### config.mk
export PLATFORM = sky130hd
export DESIGN_NAME = unpacked_serializer_flat
export DESIGN_NICKNAME = d
export VERILOG_FILES = /design/src/rtl/unpacked_serializer_pkg.sv /design/src/rtl/unpacked_serializer_if.sv /design/src/rtl/unpacked_serializer.sv /design/src/flat_wrapper.sv
export SDC_FILE = /design/constraint.sdc
export NUM_CORES = 1
export LEC_CHECK = 0
export CAP_MARGIN = 30
export CORE_UTILIZATION = 50
export DETAILED_ROUTE_END_ITERATION = 7
export PLACE_DENSITY = 0.8
export SLEW_MARGIN = 20
export SYNTH_ARGS = -nofsm -noshare
export SYNTH_HDL_FRONTEND = slang
export SYNTH_SLANG_ARGS = --single-unit
### constraint.sdc
create_clock -name i_clk -period 4.9 [get_ports i_clk]
set_input_delay 0.735 -clock i_clk [delete_from_list [all_inputs] [get_ports i_clk]]
set_output_delay 0.735 -clock i_clk [all_outputs]
set_load 0.05 [all_outputs]
### src/rtl/unpacked_serializer_pkg.sv
`default_nettype none
// ============================================================================
// Module      : unpacked_serializer_pkg
// Description : Shared types and helpers for the unpacked_serializer block:
//               FSM state enum, default frame geometry, and an XOR reduction
//               over an unpacked element array (used for the optional parity
//               beat and by verification models).
// Revision    : 1.0 - initial release
// ============================================================================
package unpacked_serializer_pkg;

  localparam int DEF_N_ELEM = 8;
  localparam int DEF_W      = 1;

  // Upper bounds for the generic reduction helper. Callers zero-pad their
  // frame into elem_arr_t; zero elements do not disturb an XOR.
  localparam int MAX_N_ELEM = 64;
  localparam int MAX_W      = 32;

  typedef enum logic [0:0] {
    IDLE  = 1'b0,
    SHIFT = 1'b1
  } state_e;

  typedef logic [MAX_W-1:0] elem_t;
  typedef elem_t elem_arr_t [MAX_N_ELEM];

  function automatic elem_t xor_reduce(input elem_arr_t a);
    elem_t acc;
    acc = '0;
    for (int i = 0; i < MAX_N_ELEM; i++) begin
      acc = acc ^ a[i];
    end
    return acc;
  endfunction

endpackage
`default_nettype wire

### src/rtl/unpacked_serializer_if.sv
`default_nettype none
// ============================================================================
// Module      : frame_if
// Description : Parallel frame interface: an unpacked array of N_ELEM
//               elements of W bits plus a valid/ready load handshake.
//               master drives load_valid/data, slave drives load_ready.
// Signals     : load_valid - frame offered (master -> slave)
//               load_ready - slave can accept a frame (slave -> master)
//               data       - unpacked frame elements (master -> slave)
// Revision    : 1.0 - initial release
// ============================================================================
interface frame_if #(
  parameter int N_ELEM = unpacked_serializer_pkg::DEF_N_ELEM,
  parameter int W      = unpacked_serializer_pkg::DEF_W
);
  logic         load_valid;
  logic         load_ready;
  logic [W-1:0] data [N_ELEM];

  modport master (output load_valid, output data, input load_ready);
  modport slave  (input load_valid, input data, output load_ready);
endinterface
`default_nettype wire

### src/rtl/unpacked_serializer.sv
`default_nettype none
// ============================================================================
// Module      : unpacked_serializer
// Description : Samples a parallel unpacked-array frame in one load handshake
//               and emits it as a serial stream, element 0 first, one element
//               per accepted beat, with a last-beat marker.
// Parameters  : N_ELEM - elements per frame (>= 2)
//               W      - bits per element
// Ports       : i_clk        - clock, rising edge
//               i_rst_n      - asynchronous active-low reset
//               load         - frame_if.slave (load_valid, load_ready, data)
//               o_ser_valid  - serial beat valid
//               i_ser_ready  - downstream accepts beat
//               o_ser_data   - current element
//               o_ser_last   - final beat of frame
// Options     : UNPACKED_SERIALIZER_PARITY_EN - append one beat carrying the
//               XOR of all elements; o_ser_last then marks that beat only.
// Revision    : 1.0 - initial release
// ============================================================================
module unpacked_serializer
  import unpacked_serializer_pkg::*;
#(
  parameter int N_ELEM = DEF_N_ELEM,
  parameter int W      = DEF_W
) (
  input  wire logic         i_clk,
  input  wire logic         i_rst_n,
  frame_if.slave            load,
  output logic              o_ser_valid,
  input  wire logic         i_ser_ready,
  output logic [W-1:0]      o_ser_data,
  output logic              o_ser_last
);

  localparam int IW = $clog2(N_ELEM + 1);

`ifdef UNPACKED_SERIALIZER_PARITY_EN
  localparam int N_BEATS = N_ELEM + 1;
`else
  localparam int N_BEATS = N_ELEM;
`endif

  localparam logic [IW-1:0] LAST_IDX = IW'(N_BEATS - 1);

  state_e        state_q, state_d;
  logic [IW-1:0] idx_q,   idx_d;
  logic [W-1:0]  frame_q [N_ELEM];
  logic [W-1:0]  frame_d [N_ELEM];

  logic w_load_hs;
  logic w_beat_hs;
  logic w_is_last;

  assign w_load_hs = (state_q == IDLE) && load.load_valid;
  assign w_beat_hs = (state_q == SHIFT) && i_ser_ready;
  assign w_is_last = (idx_q == LAST_IDX);

  // --------------------------------------------------------------------------
  // State, counter and frame buffer registers
  // --------------------------------------------------------------------------
  always_ff @(posedge i_clk or negedge i_rst_n) begin
    if (!i_rst_n) begin
      state_q <= IDLE;
      idx_q   <= '0;
      frame_q <= '{default: '0};
    end else begin
      state_q <= state_d;
      idx_q   <= idx_d;
      frame_q <= frame_d;
    end
  end

  // --------------------------------------------------------------------------
  // Next-state logic
  // --------------------------------------------------------------------------
  always_comb begin
    state_d = state_q;
    idx_d   = idx_q;
    frame_d = frame_q;

    case (state_q)
      IDLE: begin
        if (w_load_hs) begin
          // The whole frame is captured here; later changes on data are
          // invisible until the next load handshake.
          for (int i = 0; i < N_ELEM; i++) begin
            frame_d[i] = load.data[i];
          end
          idx_d   = '0;
          state_d = SHIFT;
        end
      end
      SHIFT: begin
        if (w_beat_hs) begin
          idx_d = idx_q + IW'(1);
          if (w_is_last) begin
            state_d = IDLE;
          end
        end
      end
      default: begin
        state_d = IDLE;
      end
    endcase
  end

`ifdef UNPACKED_SERIALIZER_PARITY_EN
  // Parity of the captured frame, computed from the buffer so the parity
  // beat stays a function of registered state only.
  elem_arr_t    w_pad;
  logic [W-1:0] w_parity;

  always_comb begin
    w_pad = '{default: '0};
    for (int i = 0; i < N_ELEM; i++) begin
      w_pad[i] = elem_t'(frame_q[i]);
    end
  end

  assign w_parity = W'(xor_reduce(w_pad));
`endif

  // --------------------------------------------------------------------------
  // Outputs: decoded from state/idx/buffer only
  // --------------------------------------------------------------------------
  assign load.load_ready = (state_q == IDLE);
  assign o_ser_valid     = (state_q == SHIFT);
  assign o_ser_last      = (state_q == SHIFT) && w_is_last;

  always_comb begin
    o_ser_data = '0;
    if (state_q == SHIFT) begin
      for (int i = 0; i < N_ELEM; i++) begin
        if (idx_q == IW'(i)) begin
          o_ser_data = frame_q[i];
        end
      end
`ifdef UNPACKED_SERIALIZER_PARITY_EN
      if (idx_q == IW'(N_ELEM)) begin
        o_ser_data = w_parity;
      end
`endif
    end
  end

endmodule
`default_nettype wire

### src/flat_wrapper.sv
// flat-port wrapper written by rule: the top's interface ports become plain ports
module unpacked_serializer_flat import unpacked_serializer_pkg::*;
#(
  parameter int N_ELEM = DEF_N_ELEM,
  parameter int W      = DEF_W
)
  (i_clk, i_rst_n, o_ser_valid, i_ser_ready, o_ser_data, o_ser_last, load_load_valid, load_data, load_load_ready);
  frame_if #(.N_ELEM(N_ELEM), .W(W)) load_i ();
  input  wire logic i_clk;
  input  wire logic i_rst_n;
  output logic o_ser_valid;
  input  wire logic i_ser_ready;
  output logic [W-1:0] o_ser_data;
  output logic o_ser_last;
  input wire logic [$bits(load_i.load_valid)-1:0] load_load_valid;
  input wire logic [$bits(load_i.data)-1:0] load_data;
  output wire logic [$bits(load_i.load_ready)-1:0] load_load_ready;
  assign load_i.load_valid = load_load_valid;
  assign load_i.data = {>>{load_data}};
  assign load_load_ready = load_i.load_ready;
  unpacked_serializer #(.N_ELEM(N_ELEM), .W(W)) u_core (.i_clk(i_clk), .i_rst_n(i_rst_n), .load(load_i), .o_ser_valid(o_ser_valid), .i_ser_ready(i_ser_ready), .o_ser_data(o_ser_data), .o_ser_last(o_ser_last));
endmodule
# [Word level (Yosys, flattened, before mapping)]
# Index checks and enable logic that the tools add are counted.
[word_totals] reg_bits=13 latchBits=0 ramBits=0 romBits=0 output_inout_bits=4 mem_count=0
[classes] add_sub_neg=1 multipliers=0 n_div=0 magnitude_cmp=0 eq_ne=9 shifts=0 mux=16 bitwise_logic=1 reduce_logical=6
[ops] cell="== test 4 x 3 -> 1 bit (second input constant)" count=4
[ops] cell="2-to-1 mux 1 bit" count=12
[ops] cell="== test 4 x 2 -> 1 bit (second input constant)" count=2
[ops] cell="2-to-1 mux 4 bit" count=2
[ops] cell="one-hot mux 4 bit (2 select lines)" count=1
[ops] cell="adder 4 x 1 -> 4 bit (second input constant)" count=1
[ops] cell="== test 4 x 1 -> 1 bit (second input constant)" count=1
[ops] cell="logical NOT 4 bit" count=1
[ops] cell="AND reduction 2 bit" count=2
[ops] cell="logical AND 1 bit" count=3
[ops] cell="!= test 2 x 1 -> 1 bit (second input constant)" count=1
[ops] cell="!= test 2 bit (second input constant)" count=1
[ops] cell="one-hot mux 1 bit (2 select lines)" count=1
[ops] cell="NOT 1 bit" count=1

# [Longest topological paths before layout]
# Gate-level depths: netlist of run 1.
[logic_depth] word_depth=10 depth_mapped=6 depth_no_buf=6

# [Worst setup path before layout of run 1]
# Ideal clock, no wire load.
[synth_path] kind="flip-flop to output port" startpoint="register u_core.state_q (netlist: u_core.o_ser_valid)" endpoint="output o_ser_data" arrival_ns=2.117 required_ns=4.165 path_slack_ns=2.048 path_stages_with_launch=4 cell_sequence="dfrtp_1 > inv_1 > a21o_2 > o21ai_1"
[synth_via] elab_chain_cells=1
[synth_rtl] item="start: declaration" line_no="unpacked_serializer.sv:45" text="state_e state_q, state_d;"
[synth_rtl] item="start signal: assignment" line_no="unpacked_serializer.sv:67" text="state_q <= state_d;"
[synth_rtl] item="2-to-1 mux 1 bit" line_no="unpacked_serializer.sv:132" text="if (state_q == SHIFT) begin"
[synth_rtl] item="end: declaration" line_no="flat_wrapper.sv:13" text="output logic [W-1:0] o_ser_data;"
# Every way passes these cells.

# [Worst setup path after layout of run 1]
[layout_path] startpoint="register u_core.idx_q[0]" endpoint="output o_ser_data"
[layout_via] elab_chain_cells=10 elab_cells_between_ends=17 classes_between="eq/ne: 7; mux: 9; reduce/logical: 1"
[layout_rtl] item="start: declaration" line_no="unpacked_serializer.sv:46" text="logic [IW-1:0] idx_q, idx_d;"
[layout_rtl] item="start signal: assignment" line_no="unpacked_serializer.sv:68" text="idx_q <= idx_d;"
[layout_rtl] item="logical NOT 4 bit" line_no="unpacked_serializer.sv:134" text="if (idx_q == IW'(i)) begin"
[layout_rtl] item="2-to-1 mux 1 bit (7 in a row)" line_no="unpacked_serializer.sv:134"
[layout_rtl] item="2-to-1 mux 1 bit (*)" line_no="unpacked_serializer.sv:134"
[layout_rtl] item="2-to-1 mux 1 bit (*)" line_no="unpacked_serializer.sv:132"
# Every way passes the cells marked *; elsewhere a longest branch is shown, timed or not.

==> results of run 1 <==
[worst max-delay path, cell delays in order, from the launching register on]
cell,delay [ns]
sky130_fd_sc_hd__dfrtp_1,0.45
sky130_fd_sc_hd__inv_1,0.11
sky130_fd_sc_hd__ha_1,0.26
sky130_fd_sc_hd__nor3b_1,0.15
sky130_fd_sc_hd__a2111oi_1,0.38
sky130_fd_sc_hd__a22oi_1,0.16
sky130_fd_sc_hd__o21ai_1,0.16
sky130_fd_sc_hd__clkdlybuf4s50_1,0.82
[sequential cells by signal (all words and copies together), names as in the netlist]
name / flops
u_core.frame_q: 8
u_core.o_ser_valid: 1
u_core.idx_q: 4
[cell usage after synthesis]
master and n:
sky130_fd_sc_hd__a2111oi_1 1, sky130_fd_sc_hd__mux2_2 7, sky130_fd_sc_hd__o31ai_1 1, sky130_fd_sc_hd__ha_1 4
sky130_fd_sc_hd__nor2b_1 2, sky130_fd_sc_hd__a221o_2 1, sky130_fd_sc_hd__a211oi_1 1, sky130_fd_sc_hd__a32o_1 1
sky130_fd_sc_hd__nand4_1 2, sky130_fd_sc_hd__a22oi_1 1, sky130_fd_sc_hd__xor2_1 3, sky130_fd_sc_hd__a21oi_1 1
sky130_fd_sc_hd__and3_2 1, sky130_fd_sc_hd__nand2_1 6, sky130_fd_sc_hd__o21bai_1 1, sky130_fd_sc_hd__dfrtp_1 13
sky130_fd_sc_hd__o21ai_1 1, sky130_fd_sc_hd__nor2_1 2, sky130_fd_sc_hd__buf_2 1, sky130_fd_sc_hd__a221o_1 1
sky130_fd_sc_hd__inv_1 5, sky130_fd_sc_hd__nor3b_1 1, sky130_fd_sc_hd__a21o_2 1, sky130_fd_sc_hd__o21ai_0 4
[cell families (layout without fill, tap and decap cells)]
logic type	count (synthesis)	after routing
mux	7	7
fa+ha+maj	4	4
simple gates	14	14
buf+inv	6	24
xor+xnor	3	3
compound gates	15	15
flops	13	13
[metrics by stage]
step,power (mW),hold WS (ns),utilization (%),instance area [um2],setup slack (ns)
final,0.5402,0.5166,73.63,873.3,1.388
after global routing,0.5821,0.5399,73.63,873.3,1.247
after detailed placement,0.4785,0.4993,71.41,847.1,1.706
after global placement,0.4677,0.4968,71.41,847.1,1.841
after floorplan,0.3977,0.4394,-,684.4,2.048
after CTS,0.5456,0.5176,73.63,873.3,1.389
[layer usage]
metal	track usage [%]	part of all wire (%)	up-vias
met5	0	0	-
li1	-	-	258
met4	7.759	0	0
met2	38.75	49	13
met3	5.202	5.1	0
met1	23.36	45	239
[where the power goes]
group / leakage [nW] / switching (mW) / internal (mW)
Sequential: 0.156 / 0.0449 / 0.158
Combinational: 0.211 / 0.145 / 0.128
Clock: 0.0150 / 0.0334 / 0.0315
Total: 0.382 / 0.223 / 0.317
[how the worst max path moves through the flow]
stage / from / to / slack [ns] / cells past startpoint
global placement: u_core.idx_q[0]$_DFFE_PN0P_ / o_ser_data / 1.84 / 7
finish: u_core.idx_q[0]$_DFFE_PN0P_ / o_ser_data / 1.39 / 7
CTS: u_core.idx_q[0]$_DFFE_PN0P_ / o_ser_data / 1.39 / 7
detailed placement: u_core.idx_q[0]$_DFFE_PN0P_ / o_ser_data / 1.71 / 7
global route: u_core.idx_q[0]$_DFFE_PN0P_ / o_ser_data / 1.25 / 7
floorplan: u_core.o_ser_valid$_DFF_PN0_ / o_ser_data / 2.05 / 3
[final cells by class]
class,instances,area share [%]
clock buffers,4,3.009
flip-flops and latches,13,37.25
multi-input cells,43,38.40
well taps,14,2.006
repair buffers,15,17.19
inverters,5,2.149
==> impl_results.md, run 1 <==
- Floorplan die area: roughly 0.0015 mm2
- GRT Util Overall: 21.26%
- Startpoint of the lowest-slack register-to-register path: u_core.o_ser_valid$_DFF_PN0_
- Wire length of the first global-routing pass: ~2100 um
- Remaining routing DRC violations: 0
- Number of diodes added for antenna fixing: 0
- Maximum achievable frequency: ~280 MHz
- Hold depth: 1
- Instance count of the mapped netlist: 62
- Sum of overflow across all layers after global routing: 0
- Final RePlAce weighted congestion: 0.8460
- Largest area contributor in the synthesized netlist: sky130_fd_sc_hd__dfrtp_1
- Root Buffer: sky130_fd_sc_hd__clkbuf_4
- Clock Sinks: 13
- Parity-gate share of the synthesized area counting xor and xnor cells: about 3.8%
- Post-cts gate resize count: 0
- Worst reg-to-reg setup slack: 3.33 ns
- I/O pin count: 16
- Die width: 39.00 um
- Most common library cell in the layout ignoring fill and taps: sky130_fd_sc_hd__clkdlybuf4s50_1
- Final period util: between 70 and 80%
- Number of buffers added for setup after CTS: 0
- Kind of start point of the critical path: flop
- Setup Skew: 0.0005522 ns
- Via density per instance: 5.426
- Multiplexer share of the synthesized area: a little under an eighth
- Class of the worst hold path: reg2reg
- Synthesized Nets: a little under 80
- Antenna violation net count after detailed routing: 0
- Footprint of the multi-input gates: between 300 and 400 um2
- Source-to-sink clock delay at the later pin of the worst-skew pair: 0.27 ns
- Slew of the pin with the lowest slew margin: 0.6947 ns
- Leakage: 0.3816 nW
- Kind of end point of the critical path: primary output
- Initial standard-cell utilization of the core: 57.70%
- Post-Synthesis Mean Instance Area: 11.04 um2
- Maximum number of pins on one net before global-route repair: 14
- Number of warnings printed during yosys synthesis: 0
- Detailed Route WL: approximately 1300 um
- Part of the Yosys area used for sequential elements: between 40 and 50%
- Layout-stage area growth over the synthesis result: 27.61%
- Synthesized-area fraction occupied by and/or/nand/nor cells: 10.24%
- CTS tree: built
- Vias in the first global route: 529
- Number of failing hold endpoints at the final stage: 0
- FF-to-FF End: u_core.frame_q[6]$_DFFE_PN0P_
- Slew Limit Headroom: 53.59%
- Cells after DPL: 90
- Pre-Repair DR Iteration Count: 4
- Number of clock buffers inserted by TritonCTS: 3
- Power density cells: around 620 mW/mm2
- Layout cell share with drive strength beyond 1: 16.25%
- Number of DRC markers in iteration 0: 4
- Crit path time final: 3.512 ns
- Area share of the leading cell type in the synthesized netlist: 47.53%
- Non-filler cells in the finished layout: 94
- Top post-synthesis cells by area: sky130_fd_sc_hd__dfrtp_1, sky130_fd_sc_hd__mux2_2, sky130_fd_sc_hd__ha_1, sky130_fd_sc_hd__xor2_1, sky130_fd_sc_hd__nand2_1
- Placeable core area: 0.001186 mm2
- Port buffer count: 15
- Number of max-slew violations in the final report: 0
- Layout filler cell count: 90
- Peak VDD IR: 0.0002995 V
- Nets: 97
- Detailed placement HPWL: 991.1 um
- Netlist Area Pre-Place: just under 700 um2
- Clock H-tree levels: 1
- Flip-flop and latch count after synthesis: 13
- Crit Path Category: reg2out
- Hold path start: u_core.frame_q[1]$_DFFE_PN0P_
- Final setup violation count: 0
- Count of cells along the worst register-to-register path: 2
- Most frequent cells in the layout: sky130_fd_sc_hd__clkdlybuf4s50_1, sky130_fd_sc_hd__dfrtp_1, sky130_fd_sc_hd__mux2_2, sky130_fd_sc_hd__nand2_1, sky130_fd_sc_hd__inv_1
- Maximum capacitance violations: 0
- Count of unique library cells instantiated by Yosys: 24
- Vias after detailed routing: 510
- Average wire length per cell after detail routing: 13.54 um
- Worst endpoint data arrival time: 2.78 ns
- Site Rows: 12
- RSZ-0062 raised after global routing: false
- Sequential Area: between 300 and 400 um2
- Status: finished, final reports clean
- Fraction of the mapped netlist area in adder cells: 7.313%
- Overall die height: between 30 and 40 um
- Dominant combinational cell family by area after synthesis: compound AO/OA/AOI/OAI gates
- Clock-pin slew on the worst setup and hold paths: 0.07 ns
- Highest net fanout along the worst path: 5
- Setup total negative slack: 0 ns
- Antenna violations before repair: 0
- Capture endpoint of the worst hold path: u_core.frame_q[1]$_DFFE_PN0P_
- Share of the synthesized area in compound gates (AO/OA/AOI/OAI): 16.09%
- Required time reported for the critical path endpoint: 4.16 ns
- Post-cts hold buffer count: 0
- Maximum clock insertion buffer count: 2
Power figures use the tool's default switching activity.
==> inputs of run 2 (changes only) <==
- CORE_ASPECT_RATIO: not set -> 0.8
- CORE_UTILIZATION: 50 -> 42
- PLACE_DENSITY: 0.8 -> 0.72
- clock period: 4.9 -> 2.95 ns (I/O delays scaled with it)
==> run 2 against run 1 <==
  * Non-clock buffer count unchanged
  * Die area grew 18%
  * Clock skew about the same
  * Largest cell class unchanged
  * Highest routed layer is now met4
  * Power rose by 63%
  * Core utilization is 13 points lower
  * Count of clock-buffer cells in the layout unchanged
  * Final area up 0.72%
  * Critical path depth unchanged
  * Sequential cell count unchanged
  * Worst setup slack got worse by 1.0 ns
  * Via count up 0.20%
==> impl_results.md, run 2 (synthesis results as in run 1) <==
- Status: finished, final reports clean (unchanged)
- Highest net fanout along the worst path: 5 (unchanged)
- Maximum number of pins on one net before global-route repair: 14 (unchanged)
- Number of max-slew violations in the final report: 0 (unchanged)
- Layout filler cell count: 138 (was 90)
- Die width: 47.13 um (was 39.00 um)
- Switching power total: 360.5 uW (was 222.8 uW)
- Flip-flop count of the largest register, all copies and words added: 8 (unchanged)
- Placeable core area: 0.001456 mm2 (was 0.001186 mm2)
- Power density cells: 1002 mW/mm2 (was 618.5 mW/mm2)
- Wire length of the first global-routing pass: 1973 um (was 2118 um)
- Final period util: around 87%
- Setup Skew: 0.0005936 ns (was 0.0005522 ns)
- Number of buffers added for setup after CTS: 0 (unchanged)
- Crit path time final: about 2.6 ns
- Leakage: 0.3831 nW (was 0.3816 nW)
- Root Buffer: sky130_fd_sc_hd__clkbuf_4 (unchanged)
- Vias after detailed routing: 511 (was 510)
- Maximum achievable frequency: approximately 390 MHz
- Detailed Route WL: 1217 um (was 1273 um)
- Pre-Repair DR Iteration Count: 4 (unchanged)
- Post-cts gate resize count: 0 (unchanged)
- Met3 Wirelength: 73 um (was 65 um)
- Gate power share: 49.9% (was 50.4%)
- Nets: 97 (unchanged)
- Sw Ratio: 40.89% (was 41.25%)
- GRT Util Overall: 16.19% (was 21.26%)
- Layout cell share with drive strength beyond 1: 17.50% (was 16.25%)
- Uppermost routed layer: met4 (was met3)
- Slew of the pin with the lowest slew margin: 0.7062 ns (was 0.6947 ns)
- Crit Path Category: reg2out (unchanged)
- Antenna violation net count after detailed routing: 0 (unchanged)
- WHS: 0.5165 ns (was 0.5166 ns)
- Peak VDD IR: 0.0005366 V (was 0.0002995 V)
- Initial standard-cell utilization of the core: 46.99% (was 57.70%)
- Remaining routing DRC violations: 0 (unchanged)
- Via density per instance: 5.059 (was 5.426)
- Maximum clock insertion buffer count: 2 (unchanged)
- Kind of end point of the critical path: primary output (unchanged)
- Part of the total power dissipated in sequential elements: 38.2% (was 37.6%)
- Floorplan die area: 0.001796 mm2 (was 0.001521 mm2)
- Maximum capacitance violations: 0 (unchanged)
- CTS tree: built (unchanged)
- Most frequent cells in the layout: sky130_fd_sc_hd__clkdlybuf4s50_1, sky130_fd_sc_hd__dfrtp_1, sky130_fd_sc_hd__mux2_2, sky130_fd_sc_hd__nand2_1, sky130_fd_sc_hd__inv_1 (unchanged)
- Post-cts hold buffer count: 0 (unchanged)
- Required time reported for the critical path endpoint: 2.51 ns (was 4.16 ns)
- Final setup violation count: 0 (unchanged)
- Number of failing hold endpoints at the final stage: 0 (unchanged)
- Antenna violations before repair: 0 (unchanged)
- Wire length the detailed router placed on met1: 614 um (was 579 um)
- Clock Sinks: 13 (unchanged)
- Number of DRC markers in iteration 0: 13 (was 4)
- Count of cells along the worst register-to-register path: 2 (unchanged)
- Port buffer count: 15 (unchanged)
- Overall die height: 38.11 um (was 39.00 um)
- RSZ-0062 raised after global routing: false (unchanged)
- Clock H-tree levels: 1 (unchanged)
- Internal portion of total power: 521.1 uW (was 317.3 uW)
- Part of the power in the clock network: 11.9% (was 12.0%)
- Site Rows: 12 (unchanged)
- Number of diodes added for antenna fixing: 0 (unchanged)
- Met2 wire length: 524 um (was 628 um)
- Final RePlAce weighted congestion: 0.8393 (was 0.8460)
- I/O pin count: 16 (unchanged)
- Source-to-sink clock delay at the later pin of the worst-skew pair: 0.27 ns (about the same)
- Average wire length per cell after detail routing: 12.05 um (was 13.54 um)
- Sum of overflow across all layers after global routing: 0 (unchanged)
- Worst endpoint data arrival time: 2.12 ns (was 2.78 ns)
- Slew Limit Headroom: 52.82% (was 53.59%)
- Layout-stage area growth over the synthesis result: 28.52% (was 27.61%)
- Most common library cell in the layout ignoring fill and taps: sky130_fd_sc_hd__clkdlybuf4s50_1 (unchanged)
- Class of the worst hold path: reg2reg (unchanged)
- Number of clock buffers inserted by TritonCTS: 3 (unchanged)
- Vias in the first global route: 468 (was 529)
- Clock-pin slew on the worst setup and hold paths: 0.07 ns (about the same)
- Register with the most flip-flops: u_core.frame_q (unchanged)
- Setup total negative slack: 0 ns (unchanged)
- Kind of start point of the critical path: flop (unchanged)
- Hold depth: 1 (unchanged)
- Detailed placement HPWL: 962.3 um (was 991.1 um)
run 2: per-stage QoR:
step	instances	power (mW)	util (%)	worst slack [ns]	cell area [um2]
global route	101	0.9552	60.40	0.2549	879.6
detailed placement	97	0.7849	58.59	0.6874	853.3
CTS	101	0.8941	60.40	0.3839	879.6
global placement	97	0.7756	58.59	0.7606	853.3
finish	101	0.8816	60.40	0.3911	879.6
floorplan	62	0.6605	-	0.3908	684.4
run 2: layout make-up:
cell class / count / area, um2 / area share (%)
repair buffers: 15 / 147.6 / 16.79
well taps: 21 / 26.28 / 2.987
flip-flops and latches: 13 / 325.3 / 36.98
inverters: 5 / 18.77 / 2.134
clock buffers: 4 / 26.28 / 2.987
multi-input cells: 43 / 335.3 / 38.12
run 2: worst max-delay path: stages, from the launching register on:
cell and delay [ns]:
sky130_fd_sc_hd__dfrtp_1 0.45, sky130_fd_sc_hd__inv_1 0.11, sky130_fd_sc_hd__ha_1 0.26, sky130_fd_sc_hd__nor3b_1 0.15
sky130_fd_sc_hd__a2111oi_1 0.36, sky130_fd_sc_hd__a22oi_1 0.14, sky130_fd_sc_hd__o21ai_1 0.16, sky130_fd_sc_hd__buf_4 0.21
run 2: routing by layer:
layer  vias to the layer above  track usage, %
met5                         -               0
met4                         0           4.286
met3                         2           8.491
met2                        12           23.26
met1                       239           21.05
li1                        258               -
run 2: power groups by stage:
stage	Sequential, mW	Combinational [mW]	Clock, mW
after floorplan	0.329	0.331	0
after global placement	0.337	0.439	0
after detailed placement	0.341	0.444	0
after CTS	0.337	0.446	0.111
after global routing	0.351	0.484	0.121
final	0.337	0.440	0.105
run 2: final timing paths:
check	slack (ns)	start	endpoint
worst max-delay path	0.39	u_core.idx_q[0]$_DFFE_PN0P_	o_ser_data
worst min-delay path	0.52	u_core.frame_q[3]$_DFFE_PN0P_	u_core.frame_q[3]$_DFFE_PN0P_
worst max register to register	1.37	u_core.o_ser_valid$_DFF_PN0_	u_core.frame_q[7]$_DFFE_PN0P_
worst min register to register	0.52	u_core.frame_q[3]$_DFFE_PN0P_	u_core.frame_q[3]$_DFFE_PN0P_
max in group asynchronous	2.06	i_rst_n	u_core.idx_q[1]$_DFFE_PN0P_
min in group asynchronous	0.53	i_rst_n	u_core.frame_q[1]$_DFFE_PN0P_
==> inputs of run 3 (changes only) <==
- clock period: 2.95 -> 2.2 ns (I/O delays scaled with it)
==> run 3 against run 2 <==
  * The flow now finishes with violations (setup timing)
  * Power grew 71%
  * Combinational power grew 99%
  * Clock power grew 40%
  * Sequential power grew 43%
  * Sequential cell count is the same
  * Via count grew 9.0%
==> impl_results.md, run 3 (synthesis results as in run 1) <==
- Layout-stage area growth over the synthesis result: 45.70% (was 28.52%)
- Final setup violation count: 1 (was 0)
- FF-to-FF End: u_core.idx_q[1]$_DFFE_PN0P_ (was u_core.frame_q[7]$_DFFE_PN0P_)
- Antenna violations before repair: 0 (unchanged)
- Crit Path Category: reg2out (unchanged)
- Vias in the first global route: 547 (was 468)
- CP Depth: 7 (unchanged)
- Startpoint of the lowest-slack register-to-register path: u_core.idx_q[0]$_DFFE_PN0P_ (was u_core.o_ser_valid$_DFF_PN0_)
- Class of the worst hold path: in2async (was reg2reg)
- Floorplan die area: 0.001796 mm2 (unchanged)
- Detailed Route WL: 1623 um (was 1217 um)
- CTS tree: built (unchanged)
- Most frequent cells in the layout: sky130_fd_sc_hd__clkdlybuf4s50_1, sky130_fd_sc_hd__dfrtp_1, sky130_fd_sc_hd__mux2_2, sky130_fd_sc_hd__nand2_1, sky130_fd_sc_hd__buf_4 (was sky130_fd_sc_hd__clkdlybuf4s50_1, sky130_fd_sc_hd__dfrtp_1, sky130_fd_sc_hd__mux2_2, sky130_fd_sc_hd__nand2_1, sky130_fd_sc_hd__inv_1)
- Remaining routing DRC violations: 0 (unchanged)
- Largest stage delay, worst path: 0.46 ns (was 0.45 ns)
- Required time reported for the critical path endpoint: 1.87 ns (was 2.51 ns)
- Register with the most flip-flops: u_core.frame_q (unchanged)
- Sequential Area: 327.8 um2 (was 325.3 um2)
- Buf/Inv on CP: 2 (unchanged)
- GRT Util Overall: 21.61% (was 16.19%)
- Placeable core area: 0.001456 mm2 (unchanged)
- Overall die height: 38.11 um (unchanged)
- Final non-filler cell area: 997.2 um2 (was 879.6 um2)
- Worst endpoint data arrival time: 1.89 ns (was 2.12 ns)
- Maximum clock insertion buffer count: 2 (unchanged)
- Leakage: 0.4170 nW (was 0.3831 nW)
- Maximum number of pins on one net before global-route repair: 14 (unchanged)
- Smallest setup slack after layout: -0.02295 ns (was 0.3911 ns)
- Clock-pin slew on the worst setup and hold paths: 0.08 ns (was 0.07 ns)
- Detailed placement HPWL: 1061 um (was 962.3 um)
- Average wire length per cell after detail routing: 15.31 um (was 12.05 um)
- Cell area after placement: 874.6 um2 (was 853.3 um2)
- I/O pin count: 16 (unchanged)
- Power density cells: 1508 mW/mm2 (was 1002 mW/mm2)
- Number of clock buffers inserted by TritonCTS: 3 (unchanged)
- Wire length of the first global-routing pass: 2504 um (was 1973 um)
- Most common library cell in the layout ignoring fill and taps: sky130_fd_sc_hd__clkdlybuf4s50_1 (unchanged)
- Source-to-sink clock delay at the later pin of the worst-skew pair: 0.27 ns (about the same)
- Peak VDD IR: 0.0008073 V (was 0.0005366 V)
- Number of diodes added for antenna fixing: 0 (unchanged)
- Setup total negative slack: -0.02295 ns (was 0 ns)
- Layout filler cell count: 109 (was 138)
- Kind of end point of the critical path: primary output (unchanged)
- Vias after detailed routing: 557 (was 511)
- Layout cell share with drive strength beyond 1: 35.29% (was 17.50%)
- Pre-Repair DR Iteration Count: 4 (unchanged)
- Final RePlAce weighted congestion: 0.8322 (was 0.8393)
- RSZ-0062 raised after global routing: true (was false)
- Maximum capacitance violations: 0 (unchanged)
- Final period util: 101.0%
- Initial standard-cell utilization of the core: 46.99% (unchanged)
- Slew of the pin with the lowest slew margin: 0.5706 ns (was 0.7062 ns)
- Count of cells along the worst register-to-register path: 4 (was 2)
- Port buffer count: 15 (unchanged)
- Post-cts hold buffer count: 0 (unchanged)
- Crit path time final: ~2.2 ns
- Number of failing hold endpoints at the final stage: 0 (unchanged)
- Nets: 102 (was 97)
- Violated checks: setup timing
- Highest net fanout along the worst path: 4 (was 5)
- Worst-path cell chain: inv_2, ha_4, nor2_1, a221o_2, a21o_2, o21ai_4, buf_12 (was inv_1, ha_1, nor3b_1, a2111oi_1, a22oi_1, o21ai_1, buf_4)
- Sum of overflow across all layers after global routing: 0 (unchanged)
- Antenna violation net count after detailed routing: 0 (unchanged)
- Via density per instance: 5.255 (was 5.059)
- Setup Skew: 0.003220 ns (was 0.0005936 ns)
- Largest delay share family, worst path: compound AO/OA/AOI/OAI gates (unchanged)
- Number of DRC markers in iteration 0: 5 (was 13)
- Footprint of the multi-input gates: 399.1 um2 (was 335.3 um2)
- Root Buffer: sky130_fd_sc_hd__clkbuf_4 (unchanged)
- Worst reg-to-reg setup slack: 0.90 ns (was 1.37 ns)
- Number of max-slew violations in the final report: 0 (unchanged)
- Clock Sinks: 13 (unchanged)
- Max stage delay cell, worst path: sky130_fd_sc_hd__dfrtp_2 (was sky130_fd_sc_hd__dfrtp_1)
- Clock H-tree levels: 1 (unchanged)
- Worst setup slack before clock tree synthesis: 0.01888 ns (was 0.6874 ns)
- Status: finished with violations (was finished, final reports clean)
- Flip-flop count of the largest register, all copies and words added: 8 (unchanged)
- Die width: 47.13 um (unchanged)
- Kind of start point of the critical path: flop (unchanged)
- Slew Limit Headroom: 61.84% (was 52.82%)
- Site Rows: 12 (unchanged)
- Maximum achievable frequency: approximately 450 MHz
[run 3: cell count changes in the layout (fill, tap and decap cells not counted), sizes merged]
cell           delta
buf               +6
clkdlybuf4s50     -1
[run 3: power by group]
part | internal (mW) | switching, mW | leakage, nW
Combinational | 0.451 | 0.424 | 0.249
Sequential | 0.356 | 0.126 | 0.153
Clock | 0.0703 | 0.0765 | 0.0150
Total | 0.877 | 0.626 | 0.417
[run 3: per-layer routing]
metal,vias to the layer above,global-route usage (%),part of all wire [%]
met5,-,0,0
met4,0,11.43,1.3
met3,2,7.075,4.3
met2,13,35.42,50
met1,273,24.78,44
li1,269,-,-
[run 3: layout make-up]
| cell class | instances | area share, % |
|---|---|---|
| Clock buffer | 4 | 2.635 |
| Inverter | 5 | 1.882 |
| Multi-Input combinational cell | 43 | 40.03 |
| Sequential cell | 13 | 32.87 |
| Timing Repair Buffer | 20 | 19.95 |
| Tap cell | 21 | 2.635 |
[run 3: how the worst max path moves through the flow]
stage                                            start          to  slack (ns)
after floorplan           u_core.o_ser_valid$_DFF_PN0_  o_ser_data        0.01
after global placement     u_core.idx_q[0]$_DFFE_PN0P_  o_ser_data        0.11
after detailed placement   u_core.idx_q[0]$_DFFE_PN0P_  o_ser_data        0.02
after CTS                  u_core.idx_q[0]$_DFFE_PN0P_  o_ser_data       -0.02
after global routing       u_core.idx_q[0]$_DFFE_PN0P_  o_ser_data       -0.09
final                      u_core.idx_q[0]$_DFFE_PN0P_  o_ser_data       -0.02
[run 3: through the flow]
| step | std cells | utilization (%) | hold slack (ns) | power [mW] |
|---|---|---|---|---|
| 5_1_grt | 106 | 68.47 | 0.4522 | 1.591 |
| 3_5_place_dp | 98 | 60.05 | 0.5030 | 1.139 |
| 3_3_place_gp | 98 | 60.05 | 0.5014 | 1.117 |
| 4_1_cts | 106 | 66.15 | 0.4297 | 1.383 |
| 2_1_floorplan | 62 | - | 0.03441 | 0.8986 |
| 6_report | 106 | 68.47 | 0.4141 | 1.503 |
[run 3: repair_timing]
action,4_1_cts,5_1_grt
resized for setup,8,7
pin swaps,5,2
buffers inserted,4,0
setup endpoints to repair,1,1
